===== config.mk =====
export PLATFORM = sky130hd
export DESIGN_NAME = load_store_unit
export DESIGN_NICKNAME = d
export VERILOG_FILES = /design/src/rtl/mips_mem_pkg.sv /design/src/rtl/lsu_lane_align.sv /design/src/rtl/load_store_unit.sv
export SDC_FILE = /design/constraint.sdc
export NUM_CORES = 1
export LEC_CHECK = 0
export BUFFER_PORTS_ARGS = -buffer_cell sky130_fd_sc_hd__buf_2
export CAP_MARGIN = 40
export CORE_UTILIZATION = 54
export CTS_CLUSTER_SIZE = 40
export DETAILED_ROUTE_END_ITERATION = 7
export HOLD_SLACK_MARGIN = 0.15
export PLACE_DENSITY_LB_ADDON = 0.15
export SLEW_MARGIN = 10
export SYNTH_ARGS = -nofsm -noshare
export SYNTH_HDL_FRONTEND = slang
export SYNTH_HIERARCHICAL = 1
export SYNTH_SLANG_ARGS = --single-unit

===== constraint.sdc =====
create_clock -name clk -period 3.3 [get_ports clk]
set_input_delay 0.495 -clock clk [delete_from_list [all_inputs] [get_ports clk]]
set_output_delay 0.495 -clock clk [all_outputs]
set_load 0.01 [all_outputs]

===== src/rtl/mips_mem_pkg.sv =====
// Shared encodings for the MIPS data-memory load/store path.
// Size codes, FSM state enum and default data-memory base address.
package mips_mem_pkg;

  localparam logic [31:0] DEFAULT_BASE_ADDR = 32'h1001_0000;

  localparam logic [1:0] SIZE_BYTE    = 2'b00;
  localparam logic [1:0] SIZE_HALF    = 2'b01;
  localparam logic [1:0] SIZE_WORD    = 2'b10;
  localparam logic [1:0] SIZE_ILLEGAL = 2'b11;

  typedef enum logic [2:0] {
    IDLE,
    LOAD,
    WRITE,
    RMW_READ,
    RMW_WRITE,
    RESP
  } lsu_state_t;

endpackage


===== src/rtl/lsu_lane_align.sv =====
// Little-endian lane extract (with zero/sign extension) and sub-word store merge.
// Purely combinational; no latency, no flow control.
module lsu_lane_align
  import mips_mem_pkg::*;
(
  input  logic [31:0] word,
  input  logic [1:0]  addr_lo,
  input  logic [1:0]  size,
  input  logic        is_signed,
  input  logic [31:0] wdata,
  output logic [31:0] load_val,
  output logic [31:0] merged
);

  logic [7:0]  byte_val;
  logic [15:0] half_val;

  always_comb begin
    byte_val = word[{addr_lo, 3'b000} +: 8];
    half_val = addr_lo[1] ? word[31:16] : word[15:0];
    load_val = word;
    merged   = word;
    case (size)
      SIZE_BYTE: begin
        load_val = {{24{is_signed & byte_val[7]}}, byte_val};
        merged[{addr_lo, 3'b000} +: 8] = wdata[7:0];
      end
      SIZE_HALF: begin
        load_val = {{16{is_signed & half_val[15]}}, half_val};
        merged[{addr_lo[1], 4'b0000} +: 16] = wdata[15:0];
      end
      default: ;
    endcase
  end

endmodule


===== src/rtl/load_store_unit.sv =====
// Load/store unit: loads 2 cycles, word stores 2, sub-word stores 3 (RMW), errors 1.
// Single outstanding request; req_ready is high only in IDLE.
module load_store_unit
  import mips_mem_pkg::*;
#(
  parameter logic [31:0] BASE_ADDR   = DEFAULT_BASE_ADDR,
  parameter int unsigned DEPTH_WORDS = 4096
) (
  input  logic        clk,
  input  logic        rst_n,
  input  logic        req_valid,
  output logic        req_ready,
  input  logic        req_write,
  input  logic [1:0]  req_size,
  input  logic        req_signed,
  input  logic [31:0] req_addr,
  input  logic [31:0] req_wdata,
  output logic        resp_valid,
  output logic [31:0] resp_rdata,
  output logic        resp_err,
  output logic        mem_read,
  output logic        mem_write,
  output logic [31:0] mem_address,
  output logic [31:0] mem_write_data,
  input  logic [31:0] mem_read_data
);

  // 33-bit bounds so a region ending at 4 GiB does not wrap.
  localparam logic [32:0] LO_ADDR = {1'b0, BASE_ADDR};
  localparam logic [32:0] HI_ADDR = LO_ADDR + (33'(DEPTH_WORDS) << 2);

  lsu_state_t  state, state_nxt;
  logic [31:0] addr_q, wdata_q, data_q;
  logic [1:0]  size_q;
  logic        signed_q, write_q, err_q;
  logic        req_err, accept;
  logic [31:0] align_word, load_val, merged;

  assign accept = req_valid && req_ready;

  always_comb begin
    req_err = 1'b0;
    case (req_size)
      SIZE_HALF:    req_err = req_addr[0];
      SIZE_WORD:    req_err = (req_addr[1:0] != 2'b00);
      SIZE_ILLEGAL: req_err = 1'b1;
      default:      ;
    endcase
    if ({1'b0, req_addr} < LO_ADDR || {1'b0, req_addr} >= HI_ADDR)
      req_err = 1'b1;
  end

  always_comb begin
    state_nxt = state;
    case (state)
      IDLE: begin
        if (req_valid) begin
          if (req_err)                  state_nxt = RESP;
          else if (!req_write)          state_nxt = LOAD;
          else if (req_size == SIZE_WORD) state_nxt = WRITE;
          else                          state_nxt = RMW_READ;
        end
      end
      LOAD:      state_nxt = RESP;
      WRITE:     state_nxt = RESP;
      RMW_READ:  state_nxt = RMW_WRITE;
      RMW_WRITE: state_nxt = RESP;
      RESP:      state_nxt = IDLE;
      default:   state_nxt = IDLE;
    endcase
  end

  always_ff @(posedge clk or negedge rst_n) begin
    if (!rst_n) begin
      state    <= IDLE;
      addr_q   <= '0;
      wdata_q  <= '0;
      data_q   <= '0;
      size_q   <= '0;
      signed_q <= 1'b0;
      write_q  <= 1'b0;
      err_q    <= 1'b0;
    end else begin
      state <= state_nxt;
      if (accept) begin
        addr_q   <= req_addr;
        wdata_q  <= req_wdata;
        size_q   <= req_size;
        signed_q <= req_signed;
        write_q  <= req_write;
        err_q    <= req_err;
        data_q   <= '0;
      end else if (state == LOAD) begin
        data_q <= load_val;
      end else if (state == RMW_READ) begin
        data_q <= mem_read_data;
      end
    end
  end

  // During RMW_WRITE the merge works on the word captured in RMW_READ.
  assign align_word = (state == RMW_WRITE) ? data_q : mem_read_data;

  lsu_lane_align u_lane_align (
    .word      (align_word),
    .addr_lo   (addr_q[1:0]),
    .size      (size_q),
    .is_signed (signed_q),
    .wdata     (wdata_q),
    .load_val  (load_val),
    .merged    (merged)
  );

  assign req_ready      = (state == IDLE);
  assign mem_read       = (state == LOAD) || (state == RMW_READ);
  assign mem_write      = (state == WRITE) || (state == RMW_WRITE);
  assign mem_address    = (mem_read || mem_write) ? {addr_q[31:2], 2'b00} : 32'h0;
  assign mem_write_data = (state == WRITE)     ? wdata_q :
                          (state == RMW_WRITE) ? merged  : 32'h0;
  assign resp_valid     = (state == RESP);
  assign resp_err       = resp_valid && err_q;
  assign resp_rdata     = (resp_valid && !write_q && !err_q) ? data_q : 32'h0;

endmodule


==> results of run 1 <==
worst register-to-register path, delay by kind of cell (launching register included):
kind	cells	cell delay, ns
DFF	1	0.49
AOI/OAI and AO/OA	3	0.55
muxes	3	0.78
and+or+nand+nor	2	0.50
buffers and inverters	2	0.39
state kept, by name, indices dropped and copies added (netlist names):
signal / flops
state: 3
data_q: 32
signed_q: 1
wdata_q: 32
addr_q: 32
size_q: 2
err_q: 1
write_q: 1
cells in the final DEF, fill, tap and decap left out, types with 11 or more instances in the layout:
master     count
inv_1         15
a221o_1       17
o21ai_0       61
nor2b_1       19
nand3_1       34
and2_1        63
a22o_1        34
clkbuf_16     11
buf_2        200
dfrtp_1       99
nand2_1       99
mux2_2       100
a21oi_1       27
mux2i_1       35
nand2b_1      22
buf_4         17
cell families (layout without fill, tap and decap cells):
family | count (synthesis) | count (layout) | share of synthesized area
and+or+nand+nor | 278 | 278 | 0.2070
AOI/OAI and AO/OA | 180 | 180 | 0.1703
muxes | 135 | 135 | 0.2013
DFF | 104 | 104 | 0.3549
buffers and inverters | 84 | 255 | 0.05750
adders and majority gates | 5 | 5 | 0.008531
other | 1 | 2 | 0.0005114
path summary, 6_finish.rpt:
check                                      to  depth (start not counted)
max reg2reg                        data_q[13]                         10
max                        mem_write_data[25]                         10
min in group clk                    addr_q[6]                          2
max in group asynchronous           addr_q[0]                          2
min                                addr_q[30]                          1
min reg2reg                         addr_q[9]                          1
what timing repair did:
item	CTS	global route
resized for setup	0	3
setup endpoints to repair	1	13
cloned	1	2
buffers inserted	1	1
cell type report:
| type | instances | area, um2 |
|---|---|---|
| flip-flops and latches | 104 | 2609 |
| fillers | 1163 | 4438 |
| inverters | 15 | 56.30 |
| repair buffers | 224 | 1291 |
| clock buffers | 12 | 236.5 |
| clock inverters | 4 | 56.30 |
| multi-input cells | 600 | 4335 |
| well taps | 176 | 220.2 |
stage by stage:
| step | util | hold WS [ns] | instances |
|---|---|---|---|
| 2_1_floorplan | - | 0.1994 | 788 |
| 3_3_place_gp | 0.6351 | 0.4786 | 1114 |
| 6_report | 0.6649 | 0.1480 | 1135 |
| 3_5_place_dp | 0.6351 | 0.4841 | 1114 |
| 4_1_cts | 0.6602 | 0.1871 | 1132 |
| 5_1_grt | 0.6649 | 0.2089 | 1135 |
per-layer routing:
| metal | vias up | routed length [um] | global-route usage | part of all wire |
|---|---|---|---|---|
| met5 | - | 0 | 0 | 0 |
| met4 | 0 | 723 | 0.1369 | 0.034 |
| met2 | 328 | 9530 | 0.4554 | 0.45 |
| met1 | 3209 | 9199 | 0.4153 | 0.43 |
| li1 | 3163 | - | - | - |
| met3 | 50 | 1810 | 0.07239 | 0.085 |
power by group:
part	switching (mW)	total, mW	internal [mW]
clock	0.484	1.08	0.594
combinational	2.77	5.15	2.37
sequential	0.551	2.40	1.85
==> flow_summary_export.csv, run 1 <==
group,metric,value,unit
sta,fin_crit_sh,0.9708,
drt,firstDrtPassIters,6,
clock_tree,cts.sinks,104,
die,io_pins,204,
placement,routabilityCongestion,0.9331,
placement,place_area,0.008411,mm2
sta,grt_setup_unrepaired,"false",
die,coreArea,0.01324,mm2
synthesis,syn_area,0.007333,mm2
synthesis,synth_ff_type,"dfrtp_1",
die,dieArea,0.01405,mm2
placement,hpwlAfterDp,15120,um
clock_tree,tritoncts,"yes",
synthesis,syn_avg_cell_area,9.318,um2
critical_path,crit_fanout,9,
grt,grt_pass1_wl,33200,um
synthesis,synth_top_area_cell,"dfrtp_1",
pwr,vdd_ir_drop_max,0.5059,mV
run,drv_cap,0,
synthesis,synth-async-reset-ratio,1.000,
critical_path,start_kind,"register",
clock_tree,cts_made_buffers,9,
critical_path,rrSetupSlack,0.43,ns
drt,ant_nets,0,
finish,nNetsFinal,1062,
sta,fin_crit,3.204,ns
critical_path,setup.worst_path.end_class,"output port",
clock_tree,clk_path_buf_depth,2,
finish,drive_gt1_frac,0.3723,
hold_path,hold_class,"input pin to asynchronous set/reset pin",
synthesis,syn_inst,787,
clock_tree,root_buffer,"clkbuf_16",
placement,io_buffers,201,
sta,final_max_slew_viol_count,0,
critical_path,cpPeakStageDelay,0.49,ns
critical_path,r2r_start,"state[0]",
drt,drcViolationCount,0,
critical_path,crit_slowest_cell,"dfrtp_2",
pwr,p_per_area,980.1,mW/mm2
grt,grt_usage,0.3036,
run_status,status,"finished clean",
sta,fmax,312.2,MHz
die,die_x,118.5,um
grt,grt_max_degree,75,
grt,antenna_found_initial,0,
synthesis,ys_ff_latch,104,
die,std_cell_rows,42,
sta,finalSetupTns,0,ns
synthesis,synth_common_cells,"104 x dfrtp_1, 100 x mux2_2, 100 x nand2_1",
drt,dr.first_iter.drc_count,724,
synthesis,yosys-top-cells-area,"dfrtp_1 35%, mux2_2 15%, and2_1 5.4%",
synthesis,synth-edff-count,0,
sta,clock_skew,0.009062,ns
placement,pre_cts_ws,0.3753,ns
synthesis,ys_seq_area_frac,0.3549,
synthesis,synth_top_area_share,0.3549,
drt,routed_wl,21260,um
sta,worstMarginPinSlew,0.7849,ns
drt,vias,6750,
clock_tree,clkSlewWorstSetupHoldPaths,0.07,ns
sta,setup_viol,0,
synthesis,yosysMostFrequentCell,"dfrtp_1",
die,chipHeight,118.5,um
pwr,p_leak,4.185,nW
critical_path,crit_start,"state[0]",
finish,antenna_cells,0,
clock_tree,postCtsHoldBufs,0,
critical_path,crit_chain,"nor3b_4 > buf_4 > buf_12 > mux2_2 > nor2b_1 > a31o_2 > nand2_1 > o211ai_1 > a22o_1 > buf_2",
critical_path,path_delay_family,"compound AO/OA/AOI/OAI gates",
synthesis,yosys_warnings,6,
finish,final_area,0.008805,mm2
sta,maxSlewHeadroom,0.4768,
clock_tree,h-tree-depth,3,
drt,wire_per_inst,18.73,um
finish,syn_to_final_growth,20.06,%
drt,via_per_inst,5.947,
clock_tree,clk_latency,0.36,ns
grt,grt_pass1_vias,6324,
critical_path,path_buf_inv,3,
sta,hold_violations,0,
critical_path,arrival,2.71,ns
sta,fin_ws,0.09645,ns
critical_path,cp.required,2.80,ns
pwr,power,8.629,mW
grt,grt-ovfl-total,0,
critical_path,critPathKind,"register to output port",
die,initial_utilization,0.5538,
synthesis,synth_cell_types,50,
No activity file was read; power rests on OpenSTA's default activity.
==> inputs of run 2 (changes only) <==
ABC_AREA = 1   (was default)
==> flow_summary_export.csv, run 2 <==
group,metric,value,unit
sta,clock_skew,0.01144,ns
die,initial_utilization,0.5627,
hold_path,hold_class,"input pin to asynchronous set/reset pin",
critical_path,cp.required,2.80,ns
synthesis,yosys-top-cells-area,"dfrtp_1 34%, nand2_1 20%, o21ai_0 7.9%",
finish,mostFrequentLayoutCell,"nand2_1",
critical_path,arrival,2.60,ns
critical_path,rrSetupSlack,0.53,ns
die,std_cell_rows,42,
grt,grt_pass1_vias,7273,
synthesis,yosys_warnings,6,
synthesis,synth-edff-count,0,
drt,ant_nets,0,
synthesis,synth_common_cells,"412 x nand2_1, 139 x inv_1, 120 x o21ai_0",
synthesis,yosysMostFrequentCell,"nand2_1",
finish,top_regs,"addr_q: 32 flops, data_q: 32 flops, wdata_q: 32 flops",
clock_tree,root_buffer,"clkbuf_16",
finish,final_cell_mix,"412 x nand2_1, 200 x buf_2, 139 x inv_1",
placement,hpwlAfterDp,17250,um
run_status,status,"finished clean",
die,die_x,120.4,um
synthesis,syn_avg_cell_area,6.503,um2
pwr,p_leak,5.143,nW
grt,gr-max-usage-layer,"met2",
clock_tree,h-tree-depth,3,
critical_path,crit_path_end,"mem_write_data[27]",
grt,met1_usage,0.4303,
drt,wire_per_inst,15.64,um
clock_tree,cts_made_buffers,9,
synthesis,synth_top_area_cell,"dfrtp_1",
grt,grt_usage,0.3307,
clock_tree,cts.sinks,104,
grt,met2_usage,0.5409,
synthesis,syn_area,0.007570,mm2
sta,fin_crit_sh,0.9367,
clock_tree,post_cts_buffers,0,
finish,syn_to_final_growth,16.69,%
critical_path,start_kind,"register",
pwr,vdd_ir_drop_max,0.4903,mV
critical_path,critPathKind,"register to output port",
pwr,p_per_area,933.6,mW/mm2
placement,io_buffers,201,
sta,fmax,323.5,MHz
synthesis,synth_top_area_share,0.3438,
critical_path,crit_fanout,35,
die,dieArea,0.01450,mm2
grt,grt-ovfl-total,0,
critical_path,crit_start,"state[0]",
grt,grt_max_degree,77,
clock_tree,clk_path_buf_depth,2,
grt,antenna_found_initial,0,
sta,worstMarginPinSlew,0.7616,ns
drt,via_per_inst,5.338,
sta,hold_violations,0,
sta,maxSlewHeadroom,0.4923,
placement,placed_cells,1492,
sta,final_max_slew_viol_count,0,
finish,stdcell_count,1507,
grt,met3_usage,0.06557,
run,drv_cap,0,
sta,setup_viol,0,
clock_tree,clk_latency,0.36,ns
clock_tree,tritoncts,"yes",
synthesis,synth-async-reset-ratio,1.000,
critical_path,regToRegEndpoint,"data_q[29]",
sta,grt_setup_unrepaired,"false",
drt,vias,8045,
critical_path,worstRegToRegCells,13,
sta,fin_crit,3.091,ns
clock_tree,clkSlewWorstSetupHoldPaths,0.07,ns
die,chipHeight,120.4,um
drt,routed_wl,23580,um
synthesis,syn_inst,1164,
die,coreArea,0.01345,mm2
synthesis,synth_ff_type,"dfrtp_1",
drt,dr.first_iter.drc_count,835,
critical_path,r2r_start,"state[0]",
synthesis,ys_ff_latch,104,
drt,drcViolationCount,0,
synthesis,ys_seq_area_frac,0.3438,
placement,routabilityCongestion,1.011,
drt,firstDrtPassIters,5,
die,io_pins,204,
sta,finalSetupTns,0,ns
grt,grt_pass1_wl,37270,um
finish,antenna_cells,0,
synthesis,synth_cell_types,36,
finish,nNetsFinal,1435,
finish,drive_gt1_frac,0.1953,
critical_path,setup.worst_path.end_class,"output port",
run 2: cell count changes in the layout (fill, tap and decap cells not counted), sizes merged, moves of 23 or more:
| cell | delta |
|---|---|
| o22ai | +29 |
| o21ai | +59 |
| mux2 | -100 |
| nand3 | +29 |
| and2 | -62 |
| nand2b | -23 |
| inv | +133 |
| nand2 | +318 |
| nor2 | +121 |
run 2: report_power, final:
| part | switching, mW | total [mW] | internal (mW) |
|---|---|---|---|
| Sequential | 0.379 | 2.20 | 1.82 |
| Combinational | 3.32 | 4.95 | 1.62 |
| Clock | 0.509 | 1.11 | 0.597 |
run 2: critical path, cell delays in order (launching register included):
cell and delay, ns:
dfrtp_1 0.42, nor2_1 0.12, inv_2 0.08, nor2_4 0.09, inv_2 0.19, o21ai_0 0.57, nand2_1 0.24, o21ai_0 0.12
nor2_1 0.06, nand2_1 0.08, a22o_1 0.13, buf_2 0.13
run 2: worst min-delay path by stage:
stage | start | end | slack, ns | cells after the start
after global routing | rst_n | data_q[27] | 0.23 | 1
after detailed placement | addr_q[6] | addr_q[6] | 0.47 | 2
after global placement | addr_q[2] | addr_q[2] | 0.46 | 2
after floorplan | rst_n | addr_q[0] | 0.20 | 0
after CTS | rst_n | data_q[27] | 0.20 | 1
final | rst_n | data_q[27] | 0.17 | 1
run 2: cells by family (layout without fill, tap and decap cells):
| logic type | Yosys count | after routing | synth area share |
|---|---|---|---|
| other | 1 | 2 | 0.0004954 |
| adders and majority gates | 5 | 5 | 0.008264 |
| AOI/OAI and AO/OA | 207 | 207 | 0.1603 |
| buffers and inverters | 215 | 381 | 0.1294 |
| muxes | 21 | 21 | 0.02777 |
| DFF | 104 | 104 | 0.3438 |
| and+or+nand+nor | 611 | 611 | 0.3299 |
run 2: per-layer routing:
metal / wire (um) / vias up
li1: - / 4000
met1: 9943 / 3643
met2: 11230 / 346
met3: 1580 / 56
met4: 823 / 0
met5: 0 / -
run 2: layout make-up:
| class | instances | area [um2] |
|---|---|---|
| Fill cell | 1294 | 4619 |
| Multi-Input combinational cell | 846 | 3999 |
| Sequential cell | 104 | 2603 |
| Timing Repair Buffer | 219 | 1156 |
| Inverter | 147 | 554.3 |
| Clock buffer | 9 | 225.2 |
| Tap cell | 176 | 220.2 |
| Clock inverter | 6 | 76.32 |
run 2: through the flow:
step | utilization | hold slack, ns | power [mW] | cell area (um2) | setup slack [ns]
6_report | 0.6566 | 0.1723 | 8.247 | 8833 | 0.2090
5_1_grt | 0.6566 | 0.2307 | 8.918 | 8833 | 0.06709
4_1_cts | 0.6564 | 0.1987 | 8.182 | 8831 | 0.2279
3_5_place_dp | 0.6340 | 0.4654 | 7.050 | 8529 | 0.6335
3_3_place_gp | 0.6340 | 0.4620 | 7.009 | 8529 | 0.6241
2_1_floorplan | - | 0.1994 | 5.672 | 7574 | 1.062
run 2: repair_timing:
| action | CTS | global route |
|---|---|---|
| endpoints found under the hold margin | 0 | 0 |
| gates resized for setup | 0 | 1 |
| setup endpoints to repair | 0 | 8 |
| hold buffers | 0 | 0 |
